File: src/rtl/ibex_fp_pkg.sv
// ibex_fp_pkg: shared types for the RV32F decode queue.
//   fpu_op_e   - FPU operation selector (FPU_NOP for memory ops and illegal encodings)
//   fp_mem_e   - memory access kind carried with the descriptor
//   fpu_dec_t  - decoded descriptor: op, resolved rm, mem kind, register indices,
//                integer-regfile flags, illegal flag
//   OPC_* / F7_* localparams for the RV32F major opcodes and OP-FP funct7 values.
package ibex_fp_pkg;

    typedef enum logic [4:0] {
        FPU_NOP,
        FPU_ADD,
        FPU_SUB,
        FPU_MUL,
        FPU_DIV,
        FPU_SQRT,
        FPU_MADD,
        FPU_MSUB,
        FPU_NMSUB,
        FPU_NMADD,
        FPU_SGNJ,
        FPU_SGNJ_N,
        FPU_SGNJ_X,
        FPU_MIN,
        FPU_MAX,
        FPU_CMP_LE,
        FPU_CMP_LT,
        FPU_CMP_EQ,
        FPU_FLOAT2INT,
        FPU_FLOAT2INT_U,
        FPU_INT2FLOAT,
        FPU_INT2FLOAT_U,
        FPU_MOVE_FLOAT2INT,
        FPU_MOVE_INT2FLOAT,
        FPU_CLASS
    } fpu_op_e;

    typedef enum logic [1:0] {
        FP_MEM_NONE  = 2'b00,
        FP_MEM_LOAD  = 2'b01,
        FP_MEM_STORE = 2'b10
    } fp_mem_e;

    typedef struct packed {
        fpu_op_e    op;
        logic [2:0] rm;
        fp_mem_e    mem;
        logic [4:0] rs1;
        logic [4:0] rs2;
        logic [4:0] rs3;
        logic [4:0] rd;
        logic       rd_int;
        logic       rs1_int;
        logic       illegal;
    } fpu_dec_t;

    // Major opcodes
    localparam logic [6:0] OPC_LOAD_FP  = 7'b0000111;
    localparam logic [6:0] OPC_STORE_FP = 7'b0100111;
    localparam logic [6:0] OPC_MADD     = 7'b1000011;
    localparam logic [6:0] OPC_MSUB     = 7'b1000111;
    localparam logic [6:0] OPC_NMSUB    = 7'b1001011;
    localparam logic [6:0] OPC_NMADD    = 7'b1001111;
    localparam logic [6:0] OPC_OP_FP    = 7'b1010011;

    // OP-FP funct7
    localparam logic [6:0] F7_ADD     = 7'b0000000;
    localparam logic [6:0] F7_SUB     = 7'b0000100;
    localparam logic [6:0] F7_MUL     = 7'b0001000;
    localparam logic [6:0] F7_DIV     = 7'b0001100;
    localparam logic [6:0] F7_SQRT    = 7'b0101100;
    localparam logic [6:0] F7_SGNJ    = 7'b0010000;
    localparam logic [6:0] F7_MINMAX  = 7'b0010100;
    localparam logic [6:0] F7_CMP     = 7'b1010000;
    localparam logic [6:0] F7_F2I     = 7'b1100000;
    localparam logic [6:0] F7_I2F     = 7'b1101000;
    localparam logic [6:0] F7_MV_X_CL = 7'b1110000;
    localparam logic [6:0] F7_MV_W_X  = 7'b1111000;

    localparam logic [2:0] RM_DYN = 3'b111;

    // Rounding modes 000..100 are defined; 101/110 are reserved.
    function automatic logic rm_legal(input logic [2:0] rm);
        return rm <= 3'b100;
    endfunction

endpackage

File: src/rtl/fpu_decode_queue_decode.sv
// fpu_instr_decode: purely combinational RV32F decoder.
//   instr - raw 32-bit instruction
//   frm   - fcsr.frm, used when the instruction selects dynamic rounding
//   dec   - decoded descriptor; illegal encodings yield op=FPU_NOP, rm=0,
//           mem=none, flags=0, illegal=1 (register indices still pass through)
module fpu_instr_decode
    import ibex_fp_pkg::*;
(
    input  logic [31:0] instr,
    input  logic [2:0]  frm,
    output fpu_dec_t    dec
);

    logic [6:0] opcode;
    logic [6:0] funct7;
    logic [2:0] funct3;
    logic [4:0] rs2;

    assign opcode = instr[6:0];
    assign funct7 = instr[31:25];
    assign funct3 = instr[14:12];
    assign rs2    = instr[24:20];

    fpu_op_e    op;
    fp_mem_e    mem;
    logic       legal;
    logic       rounds;
    logic       rd_int;
    logic       rs1_int;
    logic [2:0] rm;
    logic       rm_ok;

    // Opcode / funct decode
    always_comb begin
        op      = FPU_NOP;
        mem     = FP_MEM_NONE;
        legal   = 1'b1;
        rounds  = 1'b0;
        rd_int  = 1'b0;
        rs1_int = 1'b0;
        case (opcode)
            OPC_LOAD_FP: begin
                mem     = FP_MEM_LOAD;
                rs1_int = 1'b1;
                legal   = (funct3 == 3'b010);
            end
            OPC_STORE_FP: begin
                mem     = FP_MEM_STORE;
                rs1_int = 1'b1;
                legal   = (funct3 == 3'b010);
            end
            OPC_MADD: begin
                op = FPU_MADD;  rounds = 1'b1; legal = (instr[26:25] == 2'b00);
            end
            OPC_MSUB: begin
                op = FPU_MSUB;  rounds = 1'b1; legal = (instr[26:25] == 2'b00);
            end
            OPC_NMSUB: begin
                op = FPU_NMSUB; rounds = 1'b1; legal = (instr[26:25] == 2'b00);
            end
            OPC_NMADD: begin
                op = FPU_NMADD; rounds = 1'b1; legal = (instr[26:25] == 2'b00);
            end
            OPC_OP_FP: begin
                case (funct7)
                    F7_ADD: begin op = FPU_ADD; rounds = 1'b1; end
                    F7_SUB: begin op = FPU_SUB; rounds = 1'b1; end
                    F7_MUL: begin op = FPU_MUL; rounds = 1'b1; end
                    F7_DIV: begin op = FPU_DIV; rounds = 1'b1; end
                    F7_SQRT: begin
                        op = FPU_SQRT; rounds = 1'b1; legal = (rs2 == 5'd0);
                    end
                    F7_SGNJ: begin
                        case (funct3)
                            3'b000:  op = FPU_SGNJ;
                            3'b001:  op = FPU_SGNJ_N;
                            3'b010:  op = FPU_SGNJ_X;
                            default: legal = 1'b0;
                        endcase
                    end
                    F7_MINMAX: begin
                        case (funct3)
                            3'b000:  op = FPU_MIN;
                            3'b001:  op = FPU_MAX;
                            default: legal = 1'b0;
                        endcase
                    end
                    F7_CMP: begin
                        rd_int = 1'b1;
                        case (funct3)
                            3'b000:  op = FPU_CMP_LE;
                            3'b001:  op = FPU_CMP_LT;
                            3'b010:  op = FPU_CMP_EQ;
                            default: legal = 1'b0;
                        endcase
                    end
                    F7_F2I: begin
                        rd_int = 1'b1;
                        rounds = 1'b1;
                        case (rs2)
                            5'd0:    op = FPU_FLOAT2INT;
                            5'd1:    op = FPU_FLOAT2INT_U;
                            default: legal = 1'b0;
                        endcase
                    end
                    F7_I2F: begin
                        rs1_int = 1'b1;
                        rounds  = 1'b1;
                        case (rs2)
                            5'd0:    op = FPU_INT2FLOAT;
                            5'd1:    op = FPU_INT2FLOAT_U;
                            default: legal = 1'b0;
                        endcase
                    end
                    F7_MV_X_CL: begin
                        rd_int = 1'b1;
                        case (funct3)
                            3'b000:  op = FPU_MOVE_FLOAT2INT;
                            3'b001:  op = FPU_CLASS;
                            default: legal = 1'b0;
                        endcase
                        if (rs2 != 5'd0) legal = 1'b0;
                    end
                    F7_MV_W_X: begin
                        op      = FPU_MOVE_INT2FLOAT;
                        rs1_int = 1'b1;
                        legal   = (funct3 == 3'b000) && (rs2 == 5'd0);
                    end
                    default: legal = 1'b0;
                endcase
            end
            default: legal = 1'b0;
        endcase
    end

    // Rounding-mode resolution; funct3 doubles as the rm field for rounding ops.
    always_comb begin
        rm    = 3'b000;
        rm_ok = 1'b1;
        if (rounds) begin
            if (funct3 == RM_DYN) begin
                rm    = frm;
                rm_ok = rm_legal(frm);
            end else begin
                rm    = funct3;
                rm_ok = rm_legal(funct3);
            end
        end
    end

    // Final descriptor; an illegal encoding clears everything but the indices.
    always_comb begin
        dec.rs1 = instr[19:15];
        dec.rs2 = instr[24:20];
        dec.rs3 = instr[31:27];
        dec.rd  = instr[11:7];
        if (legal && rm_ok) begin
            dec.op      = op;
            dec.rm      = rm;
            dec.mem     = mem;
            dec.rd_int  = rd_int;
            dec.rs1_int = rs1_int;
            dec.illegal = 1'b0;
        end else begin
            dec.op      = FPU_NOP;
            dec.rm      = 3'b000;
            dec.mem     = FP_MEM_NONE;
            dec.rd_int  = 1'b0;
            dec.rs1_int = 1'b0;
            dec.illegal = 1'b1;
        end
    end

endmodule

File: src/rtl/fpu_decode_queue.sv
// fpu_decode_queue: RV32F decoder followed by a DEPTH-entry FIFO of
// {descriptor, tag}, sitting between instruction decode and FPU issue.
//   clk_i / rst_i           - clock, synchronous active-high reset
//   flush_i                 - drop every buffered entry (wins over same-cycle enqueue)
//   frm_i                   - fcsr.frm, captured into the descriptor at enqueue
//   in_valid/ready/instr/tag - enqueue handshake; in_ready_o = count < DEPTH
//   out_valid/ready + out_* - head descriptor and dequeue handshake
//   count_o                 - occupancy
// Head outputs are forced to zero while the queue is empty.
module fpu_decode_queue
    import ibex_fp_pkg::*;
#(
    parameter int DEPTH = 4,
    parameter int TAG_W = 4
) (
    input  logic                         clk_i,
    input  logic                         rst_i,
    input  logic                         flush_i,
    input  logic [2:0]                   frm_i,
    input  logic                         in_valid_i,
    output logic                         in_ready_o,
    input  logic [31:0]                  in_instr_i,
    input  logic [TAG_W-1:0]             in_tag_i,
    output logic                         out_valid_o,
    input  logic                         out_ready_i,
    output fpu_op_e                      out_op_o,
    output logic [2:0]                   out_rm_o,
    output logic [1:0]                   out_mem_o,
    output logic [4:0]                   out_rs1_o,
    output logic [4:0]                   out_rs2_o,
    output logic [4:0]                   out_rs3_o,
    output logic [4:0]                   out_rd_o,
    output logic                         out_rd_int_o,
    output logic                         out_rs1_int_o,
    output logic                         out_illegal_o,
    output logic [TAG_W-1:0]             out_tag_o,
    output logic [$clog2(DEPTH+1)-1:0]   count_o
);

    localparam int CW = $clog2(DEPTH + 1);
    localparam int PW = $clog2(DEPTH);

    fpu_dec_t dec_in;

    fpu_instr_decode u_dec (
        .instr (in_instr_i),
        .frm   (frm_i),
        .dec   (dec_in)
    );

    fpu_dec_t         dec_q [DEPTH];
    logic [TAG_W-1:0] tag_q [DEPTH];
    logic [PW-1:0]    wptr;
    logic [PW-1:0]    rptr;
    logic [CW-1:0]    count;
    logic             enq;
    logic             deq;

    // Pointers wrap explicitly so DEPTH need not be a power of two.
    function automatic logic [PW-1:0] ptr_inc(input logic [PW-1:0] p);
        return (p == PW'(DEPTH - 1)) ? '0 : p + PW'(1);
    endfunction

    // Ready depends only on occupancy: no path from out_ready_i.
    assign in_ready_o  = (count < CW'(DEPTH));
    assign out_valid_o = (count != '0);
    assign enq         = in_valid_i && in_ready_o;
    assign deq         = out_valid_o && out_ready_i;
    assign count_o     = count;

    always_ff @(posedge clk_i) begin
        if (rst_i || flush_i) begin
            wptr  <= '0;
            rptr  <= '0;
            count <= '0;
        end else begin
            if (enq) wptr <= ptr_inc(wptr);
            if (deq) rptr <= ptr_inc(rptr);
            case ({enq, deq})
                2'b10:   count <= count + CW'(1);
                2'b01:   count <= count - CW'(1);
                default: count <= count;
            endcase
        end
    end

    // Storage carries no reset; occupancy alone defines which slots are live.
    always_ff @(posedge clk_i) begin
        if (enq && !flush_i && !rst_i) begin
            dec_q[wptr] <= dec_in;
            tag_q[wptr] <= in_tag_i;
        end
    end

    fpu_dec_t         head;
    logic [TAG_W-1:0] head_tag;

    assign head     = out_valid_o ? dec_q[rptr] : '0;
    assign head_tag = out_valid_o ? tag_q[rptr] : '0;

    assign out_op_o      = head.op;
    assign out_rm_o      = head.rm;
    assign out_mem_o     = head.mem;
    assign out_rs1_o     = head.rs1;
    assign out_rs2_o     = head.rs2;
    assign out_rs3_o     = head.rs3;
    assign out_rd_o      = head.rd;
    assign out_rd_int_o  = head.rd_int;
    assign out_rs1_int_o = head.rs1_int;
    assign out_illegal_o = head.illegal;
    assign out_tag_o     = head_tag;

endmodule

File: config.mk
export PLATFORM = sky130hd
export DESIGN_NAME = fpu_decode_queue
export DESIGN_NICKNAME = d
export VERILOG_FILES = /design/src/rtl/ibex_fp_pkg.sv /design/src/rtl/fpu_decode_queue_decode.sv /design/src/rtl/fpu_decode_queue.sv
export SDC_FILE = /design/constraint.sdc
export NUM_CORES = 1
export LEC_CHECK = 0
export ABC_CLOCK_PERIOD_IN_PS = 8000
export CAP_MARGIN = 10
export CORE_MARGIN = 1.5
export CORE_UTILIZATION = 45
export CTS_CLUSTER_DIAMETER = 30
export DETAILED_ROUTE_END_ITERATION = 16
export PLACE_DENSITY = 0.71
export SLEW_MARGIN = 15
export SYNTH_ARGS = -nofsm -noshare
export SYNTH_HDL_FRONTEND = slang
export SYNTH_SLANG_ARGS = --single-unit
File: constraint.sdc
create_clock -name clk_i -period 8 [get_ports clk_i]
set_clock_uncertainty 0.1 [all_clocks]
set_input_delay 2 -clock clk_i [delete_from_list [all_inputs] [get_ports clk_i]]
set_output_delay 2 -clock clk_i [all_outputs]
set_load 0.1 [all_outputs]
# After elaboration in Yosys (flattened, before gate mapping)
# Memories as Yosys holds them, arrays and structs flattened. A register that Yosys moved wholly into a read port is not among the register bits.
# Cells that the tools add are included.
[totals]
ram_bits = 148
memories = 2
wordCells = 103
register_bits = 7
output_inout_bits = 42
in_bits = 44
[memory_table]
columns = ["name", "depth", "word_bits", "read_ports", "rd_ports_with_merged_regs", "write_ports", "line", "source"]
rows = [
  ["dec_q", 4, 33, 1, 1, 1, "fpu_decode_queue.sv:51", "fpu_dec_t dec_q [DEPTH];"],
  ["tag_q", 4, 4, 1, 1, 1, "fpu_decode_queue.sv:52", "logic [TAG_W-1:0] tag_q [DEPTH];"],
]
[op_classes]
muxes = 38
magnitude_cmp = 3
n_eq_ne = 26
n_addsub = 4
n_reduce_logical = 27
[op_table]
columns = ["operator", "n"]
rows = [
  ["$eq A7 B7 Y1 const B", 10],
  ["$pmux W5 S12", 1],
  ["$mux W33", 1],
  ["$pmux W5 S2", 3],
  ["$pmux W5 S5", 1],
  ["$pmux W5 S3", 1],
  ["$eq A7 B3 Y1 const B", 2],
  ["$eq A7 B4 Y1 const B", 2],
  ["$eq A7 B5 Y1 const B", 2],
  ["$eq A7 B6 Y1 const B", 2],
  ["$mux W1", 12],
  ["$mux W2", 6],
  ["$pmux W4 S3", 1],
  ["$reduce_or A2 Y1", 6],
  ["$mux W10", 1],
  ["$mux W3", 3],
  ["$pmux W4 S2", 1],
  ["$reduce_or A4 Y1", 2],
  ["$logic_not A7 Y1", 1],
  ["$pmux W1 S7", 1],
  ["$reduce_or A7 Y1", 1],
  ["$eq A2 B2 Y1 const B", 3],
  ["$le A3 B3 Y1 const B", 2],
  ["$logic_and A1 B1 Y1", 6],
  ["23 further kinds", 27],
]

# Depth between registers and ports, before layout
# Gate-level depths: netlist (run 1).
[depth]
depth_word = 8
ltp_mapped = 9
mapped_depth_nobuf = 9

# By module
# From an unflattened synthesis (run 1), not the netlist that was laid out.
[hier_totals]
hier_cells = 435
hier_area_um2 = 7031.7
[modules_own_cells]
columns = ["module", "n_inst", "cells_per_inst", "seq_area_each_um2", "area_per_inst_um2"]
rows = [
  ["fpu_decode_queue", 1, 290, 4624.4, 6070.8],
  ["fpu_instr_decode", 1, 145, 0.0, 960.9],
]

# Worst setup path before layout (run 1)
# Ideal clock, no wire load.
[synth_timing]
kind = "register -> output"
from = "register count[2], in the netlist count_o[2]"
to = "output port out_op_o[0]"
path_buffers = 1
stages_incl_launch_ff = 4
arrival_time_ns = 3.073
setup_slack_ns = 2.827
t_required_ns = 5.900
path_cell_list = "dfxtp_1 > or3_1 > clkbuf_1 > and2_1"
[synth_between]
elab_chain_len = 2
[synth_rtl]
columns = ["element", "line", "source"]
rows = [
  ["from (decl)", "fpu_decode_queue.sv:55", "logic [CW-1:0] count;"],
  ["from (signal assigned)", "fpu_decode_queue.sv:80", "2'b10: count <= count + CW'(1);"],
  ["from (signal assigned)", "fpu_decode_queue.sv:81", "2'b01: count <= count - CW'(1);"],
  ["from (signal assigned)", "fpu_decode_queue.sv:82", "default: count <= count;"],
  ["$reduce_bool A3 Y1", "fpu_decode_queue.sv:66", "assign out_valid_o = (count != '0);"],
  ["net out_valid_o", "fpu_decode_queue.sv:24", "output logic out_valid_o,"],
  ["$mux W33", "fpu_decode_queue.sv:98", "assign head = out_valid_o ? dec_q[rptr] : '0;"],
  ["to (decl)", "fpu_decode_queue.sv:26", "output fpu_op_e out_op_o,"],
]
# The timed path passes the listed nets, and every way through them passes these cells.

==> results of run 1 <==
synthesized netlist by cell type, types with 4 or more instances:
| library cell | number | area share |
|---|---|---|
| dfxtp_1 | 9 | 0.026 |
| ha_1 | 6 | 0.011 |
| nand2_1 | 16 | 0.0088 |
| o2111ai_1 | 4 | 0.0051 |
| and3_1 | 8 | 0.0073 |
| mux4_2 | 37 | 0.12 |
| a21oi_1 | 12 | 0.0088 |
| o21ai_0 | 6 | 0.0044 |
| a31oi_1 | 5 | 0.0046 |
| a211o_1 | 4 | 0.0051 |
| nor2_1 | 24 | 0.013 |
| nor4_1 | 7 | 0.0064 |
| or3_1 | 5 | 0.0046 |
| clkbuf_1 | 20 | 0.011 |
| edfxtp_1 | 148 | 0.65 |
| inv_1 | 9 | 0.0049 |
| nor3_1 | 11 | 0.0080 |
| and2_1 | 42 | 0.038 |
metal layers:
layer / routed length, um / up-vias / global-route usage
met4: 109 / 0 / 0.0527
met2: 7100 / 134 / 0.310
li1: - / 1861 / -
met5: 0 / - / 0
met3: 799 / 7 / 0.0401
met1: 5930 / 2054 / 0.239
sequential cells by signal, summed over array words and instances, names as in the netlist, named ones only:
signal,count
rptr,2
dec_q,132
tag_q,16
wptr,2
count_o,3
report_power, final:
group	leakage [nW]	switching, mW	internal (mW)
sequential	1.43	0.00370	0.903
combinational	0.999	0.125	0.0582
clock	0.264	0.308	0.461
per-stage QoR:
stage	area [um2]	setup WS, ns	total power, mW	std cells	utilization
2_1_floorplan	6860	2.83	1.04	429	-
3_3_place_gp	7860	2.91	1.11	675	0.535
3_5_place_dp	7860	2.90	1.11	675	0.535
4_1_cts	8440	2.44	1.87	707	0.574
5_1_grt	8440	2.33	1.91	707	0.574
6_report	8440	2.56	1.86	707	0.574
cell type report:
| type | count | share of cell area |
|---|---|---|
| clock buffer | 19 | 0.0513 |
| clock inverter | 13 | 0.0168 |
| inverter | 9 | 0.00400 |
| multi-input combinational | 239 | 0.251 |
| sequential | 157 | 0.548 |
| tap | 184 | 0.0273 |
| timing repair buffer | 86 | 0.102 |
cells by family after synthesis:
| logic type | after synthesis | synth area share |
|---|---|---|
| compound gates | 50 | 0.0500 |
| flops | 157 | 0.674 |
| fa+ha+maj | 7 | 0.0139 |
| buf+inv | 33 | 0.0186 |
| xor+xnor | 4 | 0.00511 |
| mux | 37 | 0.121 |
| simple gates | 141 | 0.117 |
critical path: cells and delay by family (launching register included):
| family | cells | cell delay (ns) |
|---|---|---|
| buffers and inverters | 2 | 1.49 |
| DFF | 1 | 0.66 |
| muxes | 1 | 0.57 |
| and+or+nand+nor | 1 | 0.19 |
how the worst max path moves through the flow:
stage | start | cells after the start | endpoint | slack, ns
5_1_grt | flip-flop | 4 | out_rs3_o[0] | 2.33
6_report | flip-flop | 4 | out_rd_o[3] | 2.56
2_1_floorplan | count_o[2] | 3 | out_op_o[0] | 2.83
4_1_cts | flip-flop | 4 | out_rd_o[3] | 2.44
3_5_place_dp | in_instr_i[28] | 6 | dec_q[2][29] | 2.90
3_3_place_gp | flip-flop | 4 | out_illegal_o | 2.91
==> run_summary.xml, run 1 <==
<?xml version="1.0" encoding="UTF-8"?>
<metrics>
  <group name="layout">
    <metric name="antenna_diode_instance_count" unit="">0</metric>
    <metric name="fillers" unit="">1139</metric>
    <metric name="layout.area.seq" unit="um2">4630</metric>
    <metric name="nNetsFinal" unit="">561</metric>
    <metric name="final_cell_mix" unit="">edfxtp_1, clkdlybuf4s50_1, and2_1</metric>
    <metric name="final_common_cell" unit="">edfxtp_1</metric>
    <metric name="area_taken_by_multi_input_logic_gates" unit="um2">2120</metric>
    <metric name="syn_to_final_growth" unit="%">23.0</metric>
    <metric name="final_layout_size_suffix_gt1_frac" unit="">0.153</metric>
  </group>
  <group name="sta">
    <metric name="slew_headroom" unit="">0.325</metric>
    <metric name="final.setup.tns" unit="ns">0</metric>
    <metric name="period_needed" unit="ns">5.44</metric>
    <metric name="finalSetupViolations" unit="">0</metric>
    <metric name="tightest_slew" unit="ns">1.01</metric>
    <metric name="fin_crit_sh" unit="">0.680</metric>
    <metric name="unrepaired_setup_endpoints_after_global_routing" unit="">no</metric>
    <metric name="final.hold.worst_slack" unit="ns">0.389</metric>
    <metric name="timing_hold_violations_final" unit="">0</metric>
    <metric name="timing_max_transition_violations_final" unit="">0</metric>
    <metric name="highest_clock_frequency_the_design_can_meet" unit="MHz">184</metric>
  </group>
  <group name="logic_synthesis">
    <metric name="asyncSetResetFlopFracSynth" unit="">0</metric>
    <metric name="yosys_warnings" unit="">0</metric>
    <metric name="ys_ff_latch" unit="">157</metric>
    <metric name="synthesis.instances" unit="">429</metric>
    <metric name="syn_area" unit="um2">6860</metric>
    <metric name="synth.avg_cell_area" unit="um2">16.0</metric>
    <metric name="synth_edf_count" unit="">148</metric>
    <metric name="synth-seq-area-share" unit="">0.674</metric>
    <metric name="netlist-cell-type-count" unit="">55</metric>
    <metric name="number_of_nets_produced_by_synthesis" unit="">480</metric>
    <metric name="synth-main-ff-cell" unit="">edfxtp_1</metric>
  </group>
  <group name="critical_path">
    <metric name="worst_ep_arrival_time" unit="ns">3.34</metric>
    <metric name="critPathMaxFanout" unit="">23</metric>
    <metric name="critical_path_required" unit="ns">5.90</metric>
    <metric name="r2r.worst_path.cells" unit="">9</metric>
    <metric name="regToRegSetupSlack" unit="ns">5.24</metric>
    <metric name="crit_type" unit="">flip-flop to output port</metric>
    <metric name="worstReg2RegEnd" unit="">count_o[2]</metric>
    <metric name="critical_path.endpoint_type" unit="">output port</metric>
    <metric name="timing.critical_path.slowest_stage_cell" unit="">clkdlybuf4s50_1</metric>
    <metric name="worst_setup_path_start_kind" unit="">flip-flop</metric>
    <metric name="crit_path_cell_trace" unit="">buf_4 &gt; mux4_2 &gt; and2_1 &gt; clkdlybuf4s50_1</metric>
    <metric name="r2r_start" unit="">count_o[2]</metric>
    <metric name="cpPeakStageDelay" unit="ns">0.97</metric>
  </group>
  <group name="cts">
    <metric name="cts.repair.resized" unit="">0</metric>
    <metric name="max-clock-path-buffers" unit="">2</metric>
    <metric name="clk_transition_reported_paths" unit="ns">0.06</metric>
    <metric name="cts_inserted_buffers" unit="">17</metric>
    <metric name="htree_levels" unit="">4</metric>
    <metric name="clock_latency" unit="ns">0.40</metric>
    <metric name="postCtsHoldBufs" unit="">0</metric>
    <metric name="tritoncts" unit="">done</metric>
    <metric name="clock_tree.root_cell" unit="">clkbuf_16</metric>
    <metric name="postCtsSetupRepairBufs" unit="">0</metric>
    <metric name="cts_num_sinks" unit="">157</metric>
  </group>
  <group name="global_route">
    <metric name="pin_count_of_the_biggest_net_entering_global_routing" unit="">40</metric>
    <metric name="grt_overflow" unit="">0</metric>
    <metric name="wire_length_of_the_first_global_routing_pass" unit="um">22200</metric>
    <metric name="number_of_antenna_violations_at_the_first_check_in_global_routing" unit="">0</metric>
    <metric name="grt_pass1_vias" unit="">4151</metric>
    <metric name="grt_use_total" unit="">0.183</metric>
  </group>
  <group name="die">
    <metric name="rows" unit="">44</metric>
    <metric name="chipWidth" unit="um">126</metric>
    <metric name="height_of_the_chip" unit="um">126</metric>
    <metric name="die_area" unit="um2">16000</metric>
    <metric name="io_pins" unit="">86</metric>
    <metric name="floorplan.initialDensity" unit="">0.467</metric>
    <metric name="core-area" unit="um2">14700</metric>
  </group>
  <group name="placement">
    <metric name="number_of_buffer_cells_added_on_primary_ports" unit="">85</metric>
    <metric name="detailed_place_hpwl" unit="um">8590</metric>
    <metric name="gp_routability_congestion" unit="">0.811</metric>
  </group>
  <group name="worst_hold_path">
    <metric name="min_from" unit="">rptr[1]</metric>
    <metric name="worstHoldPathType" unit="">flip-flop to flip-flop</metric>
    <metric name="hold-path-cell-count" unit="">2</metric>
  </group>
  <group name="routing">
    <metric name="finalWirelength" unit="um">13900</metric>
    <metric name="detail_route.drc_violations" unit="">0</metric>
    <metric name="detailedRoute.firstIterationViolations" unit="">278</metric>
    <metric name="wl_per_cell" unit="um">19.7</metric>
    <metric name="detail-route-antenna-nets" unit="">0</metric>
    <metric name="route.vias.total" unit="">4056</metric>
    <metric name="post_drt_via_cell_ratio" unit="">5.74</metric>
    <metric name="drt_first_pass_iters" unit="">5</metric>
  </group>
  <group name="pwr">
    <metric name="p_leak" unit="nW">2.69</metric>
    <metric name="largest_vdd_supply_drop" unit="mV">0.153</metric>
    <metric name="powerDensity" unit="nW/um2">220</metric>
  </group>
  <group name="run">
    <metric name="max-cap-violations" unit="">0</metric>
  </group>
  <group name="run_status">
    <metric name="outcome" unit="">finished clean</metric>
  </group>
</metrics>
Power figures use the tool's default switching activity.
==> run 2: changes to the inputs <==
--- a/config.mk
+++ b/config.mk
@@ -5,7 +5,7 @@
 export SDC_FILE = /design/constraint.sdc
 export NUM_CORES = 1
 export LEC_CHECK = 0
-export ABC_CLOCK_PERIOD_IN_PS = 8000
+export ABC_CLOCK_PERIOD_IN_PS = 5300
 export CAP_MARGIN = 10
 export CORE_MARGIN = 1.5
 export CORE_UTILIZATION = 45
==> constraint.sdc (replaced) <==
create_clock -name clk_i -period 5.3 [get_ports clk_i]
set_clock_uncertainty 0.1 [all_clocks]
set_input_delay 1.325 -clock clk_i [delete_from_list [all_inputs] [get_ports clk_i]]
set_output_delay 1.325 -clock clk_i [all_outputs]
set_load 0.1 [all_outputs]
==> run_summary.xml, run 2 (synthesized netlist as in run 1, its figures left out) <==
<?xml version="1.0" encoding="UTF-8"?>
<metrics>
  <group name="die">
    <metric name="chipWidth" unit="um">126</metric>
    <metric name="rows" unit="">44</metric>
    <metric name="die_area" unit="um2">16000</metric>
    <metric name="io_pins" unit="">86</metric>
    <metric name="height_of_the_chip" unit="um">126</metric>
    <metric name="floorplan.initialDensity" unit="">0.467</metric>
    <metric name="core-area" unit="um2">14700</metric>
  </group>
  <group name="layout">
    <metric name="largest_register_ff_count" unit="">132</metric>
    <metric name="final_cell_mix" unit="">edfxtp_1, clkdlybuf4s50_1, and2_1</metric>
    <metric name="regMostFlops" unit="">dec_q</metric>
    <metric name="final_util" unit="">0.579</metric>
    <metric name="final_common_cell" unit="">edfxtp_1</metric>
    <metric name="syn_to_final_growth" unit="%">24.0</metric>
    <metric name="fillers" unit="">1137</metric>
    <metric name="nNetsFinal" unit="">569</metric>
    <metric name="antenna_diode_instance_count" unit="">0</metric>
    <metric name="final_layout_size_suffix_gt1_frac" unit="">0.190</metric>
  </group>
  <group name="run">
    <metric name="max-cap-violations" unit="">0</metric>
  </group>
  <group name="routing">
    <metric name="wl_per_cell" unit="um">19.8</metric>
    <metric name="post_drt_via_cell_ratio" unit="">5.70</metric>
    <metric name="drt_first_pass_iters" unit="">4</metric>
    <metric name="detail-route-antenna-nets" unit="">0</metric>
    <metric name="detail_route.drc_violations" unit="">0</metric>
    <metric name="detailedRoute.firstIterationViolations" unit="">293</metric>
    <metric name="finalWirelength" unit="um">14200</metric>
    <metric name="route.vias.total" unit="">4079</metric>
  </group>
  <group name="cts">
    <metric name="tritoncts" unit="">done</metric>
    <metric name="max-clock-path-buffers" unit="">2</metric>
    <metric name="clk_transition_reported_paths" unit="ns">0.06</metric>
    <metric name="cts_inserted_buffers" unit="">17</metric>
    <metric name="htree_levels" unit="">4</metric>
    <metric name="cts_num_sinks" unit="">157</metric>
    <metric name="clock_latency" unit="ns">0.41</metric>
    <metric name="clock_tree.root_cell" unit="">clkbuf_16</metric>
    <metric name="postCtsHoldBufs" unit="">0</metric>
    <metric name="postCtsSetupRepairBufs" unit="">0</metric>
    <metric name="cts.repair.resized" unit="">0</metric>
  </group>
  <group name="placement">
    <metric name="number_of_buffer_cells_added_on_primary_ports" unit="">85</metric>
    <metric name="gp_routability_congestion" unit="">0.919</metric>
    <metric name="detailed_place_hpwl" unit="um">8730</metric>
  </group>
  <group name="sta">
    <metric name="unrepaired_setup_endpoints_after_global_routing" unit="">no</metric>
    <metric name="final.setup.tns" unit="ns">0</metric>
    <metric name="tightest_slew" unit="ns">1.02</metric>
    <metric name="finalSetupViolations" unit="">0</metric>
    <metric name="fin_crit_sh" unit="">0.863</metric>
    <metric name="slew_headroom" unit="">0.319</metric>
    <metric name="highest_clock_frequency_the_design_can_meet" unit="MHz">219</metric>
    <metric name="timing_max_transition_violations_final" unit="">0</metric>
    <metric name="period_needed" unit="ns">4.57</metric>
    <metric name="timing_hold_violations_final" unit="">0</metric>
  </group>
  <group name="global_route">
    <metric name="grt.met1_usage" unit="">0.251</metric>
    <metric name="pin_count_of_the_biggest_net_entering_global_routing" unit="">38</metric>
    <metric name="grt_busiest_layer" unit="">met2</metric>
    <metric name="wire_length_of_the_first_global_routing_pass" unit="um">22700</metric>
    <metric name="grt_pass1_vias" unit="">4189</metric>
    <metric name="globalRouteMet2Util" unit="">0.312</metric>
    <metric name="grt_use_total" unit="">0.190</metric>
    <metric name="globalRouteMet3Util" unit="">0.0430</metric>
    <metric name="number_of_antenna_violations_at_the_first_check_in_global_routing" unit="">0</metric>
    <metric name="grt_overflow" unit="">0</metric>
  </group>
  <group name="pwr">
    <metric name="seq_power_share" unit="">0.470</metric>
    <metric name="switching_share" unit="">0.229</metric>
    <metric name="p_leak" unit="nW">2.78</metric>
    <metric name="power.share.clock" unit="">0.434</metric>
    <metric name="powerDensity" unit="nW/um2">342</metric>
    <metric name="largest_vdd_supply_drop" unit="mV">0.219</metric>
    <metric name="combPwrFrac" unit="">0.096</metric>
    <metric name="power.internal" unit="mW">2.24</metric>
    <metric name="switchingPower" unit="mW">0.666</metric>
  </group>
  <group name="critical_path">
    <metric name="critical_path_required" unit="ns">3.88</metric>
    <metric name="crit_type" unit="">flip-flop to output port</metric>
    <metric name="critical_path.endpoint_type" unit="">output port</metric>
    <metric name="critPathMaxFanout" unit="">19</metric>
    <metric name="worst_setup_path_start_kind" unit="">flip-flop</metric>
    <metric name="worst_ep_arrival_time" unit="ns">3.15</metric>
    <metric name="r2r_start" unit="">count_o[2]</metric>
  </group>
  <group name="run_status">
    <metric name="outcome" unit="">finished clean</metric>
  </group>
  <group name="worst_hold_path">
    <metric name="min_from" unit="">rptr[1]</metric>
    <metric name="worstHoldPathType" unit="">flip-flop to flip-flop</metric>
  </group>
</metrics>
[run 2: changes by cell type in the layout (fill, tap and decap cells not counted), sizes merged]
cell,previous run,this run
buf,1,23
clkdlybuf4s50,85,71
bufinv,2,4
clkinv,3,2
clkinvlp,5,4
[run 2: path summary, 6_finish.rpt]
check,end,slack [ns],cells after the start
min,flip-flop,0.39,2
min reg2reg,flip-flop,0.39,2
max reg2reg,count_o[2],2.40,10
max,out_mem_o[1],0.73,4
[run 2: stage by stage]
step / power (mW) / worst slack [ns] / hold slack [ns] / cells / cell area, um2
3_5_place_dp: 1.67 / 0.997 / 0.378 / 683 / 7890
5_1_grt: 2.99 / 0.567 / 0.398 / 715 / 8510
4_1_cts: 2.93 / 0.657 / 0.388 / 715 / 8510
2_1_floorplan: 1.58 / 0.802 / 0.354 / 429 / 6860
3_3_place_gp: 1.67 / 1.11 / 0.360 / 683 / 7890
6_report: 2.91 / 0.725 / 0.392 / 715 / 8510
[run 2: cell type report]
type | count | area [um2] | area share
clock inverters | 13 | 189 | 0.0222
repair buffers | 94 | 883 | 0.104
flip-flops and latches | 157 | 4630 | 0.544
multi-input cells | 239 | 2110 | 0.248
inverters | 9 | 33.8 | 0.00397
clock buffers | 19 | 433 | 0.0509
well taps | 184 | 230 | 0.0271
[run 2: worst max-delay path, stage by stage (launching register included)]
cell and delay (ns):
dfxtp_2 0.56, buf_4 0.44, mux4_2 0.56, and2_1 0.19, clkdlybuf4s50_1 0.97
[run 2: routing by layer]
metal	share of wire	vias to the layer above	routed length, um
met3	0.056	14	789
li1	-	1875	-
met4	0.013	0	184
met2	0.50	150	7100
met1	0.43	2040	6080
met5	0	-	0
[run 2: power groups by stage]
| stage | logic [mW] | clock network, mW | registers, mW |
|---|---|---|---|
| floorplan | 0.178 | 0 | 1.40 |
| CTS | 0.281 | 1.28 | 1.37 |
| global route | 0.296 | 1.33 | 1.37 |
| detailed placement | 0.280 | 0 | 1.39 |
| global placement | 0.277 | 0 | 1.39 |
| finish | 0.279 | 1.26 | 1.37 |
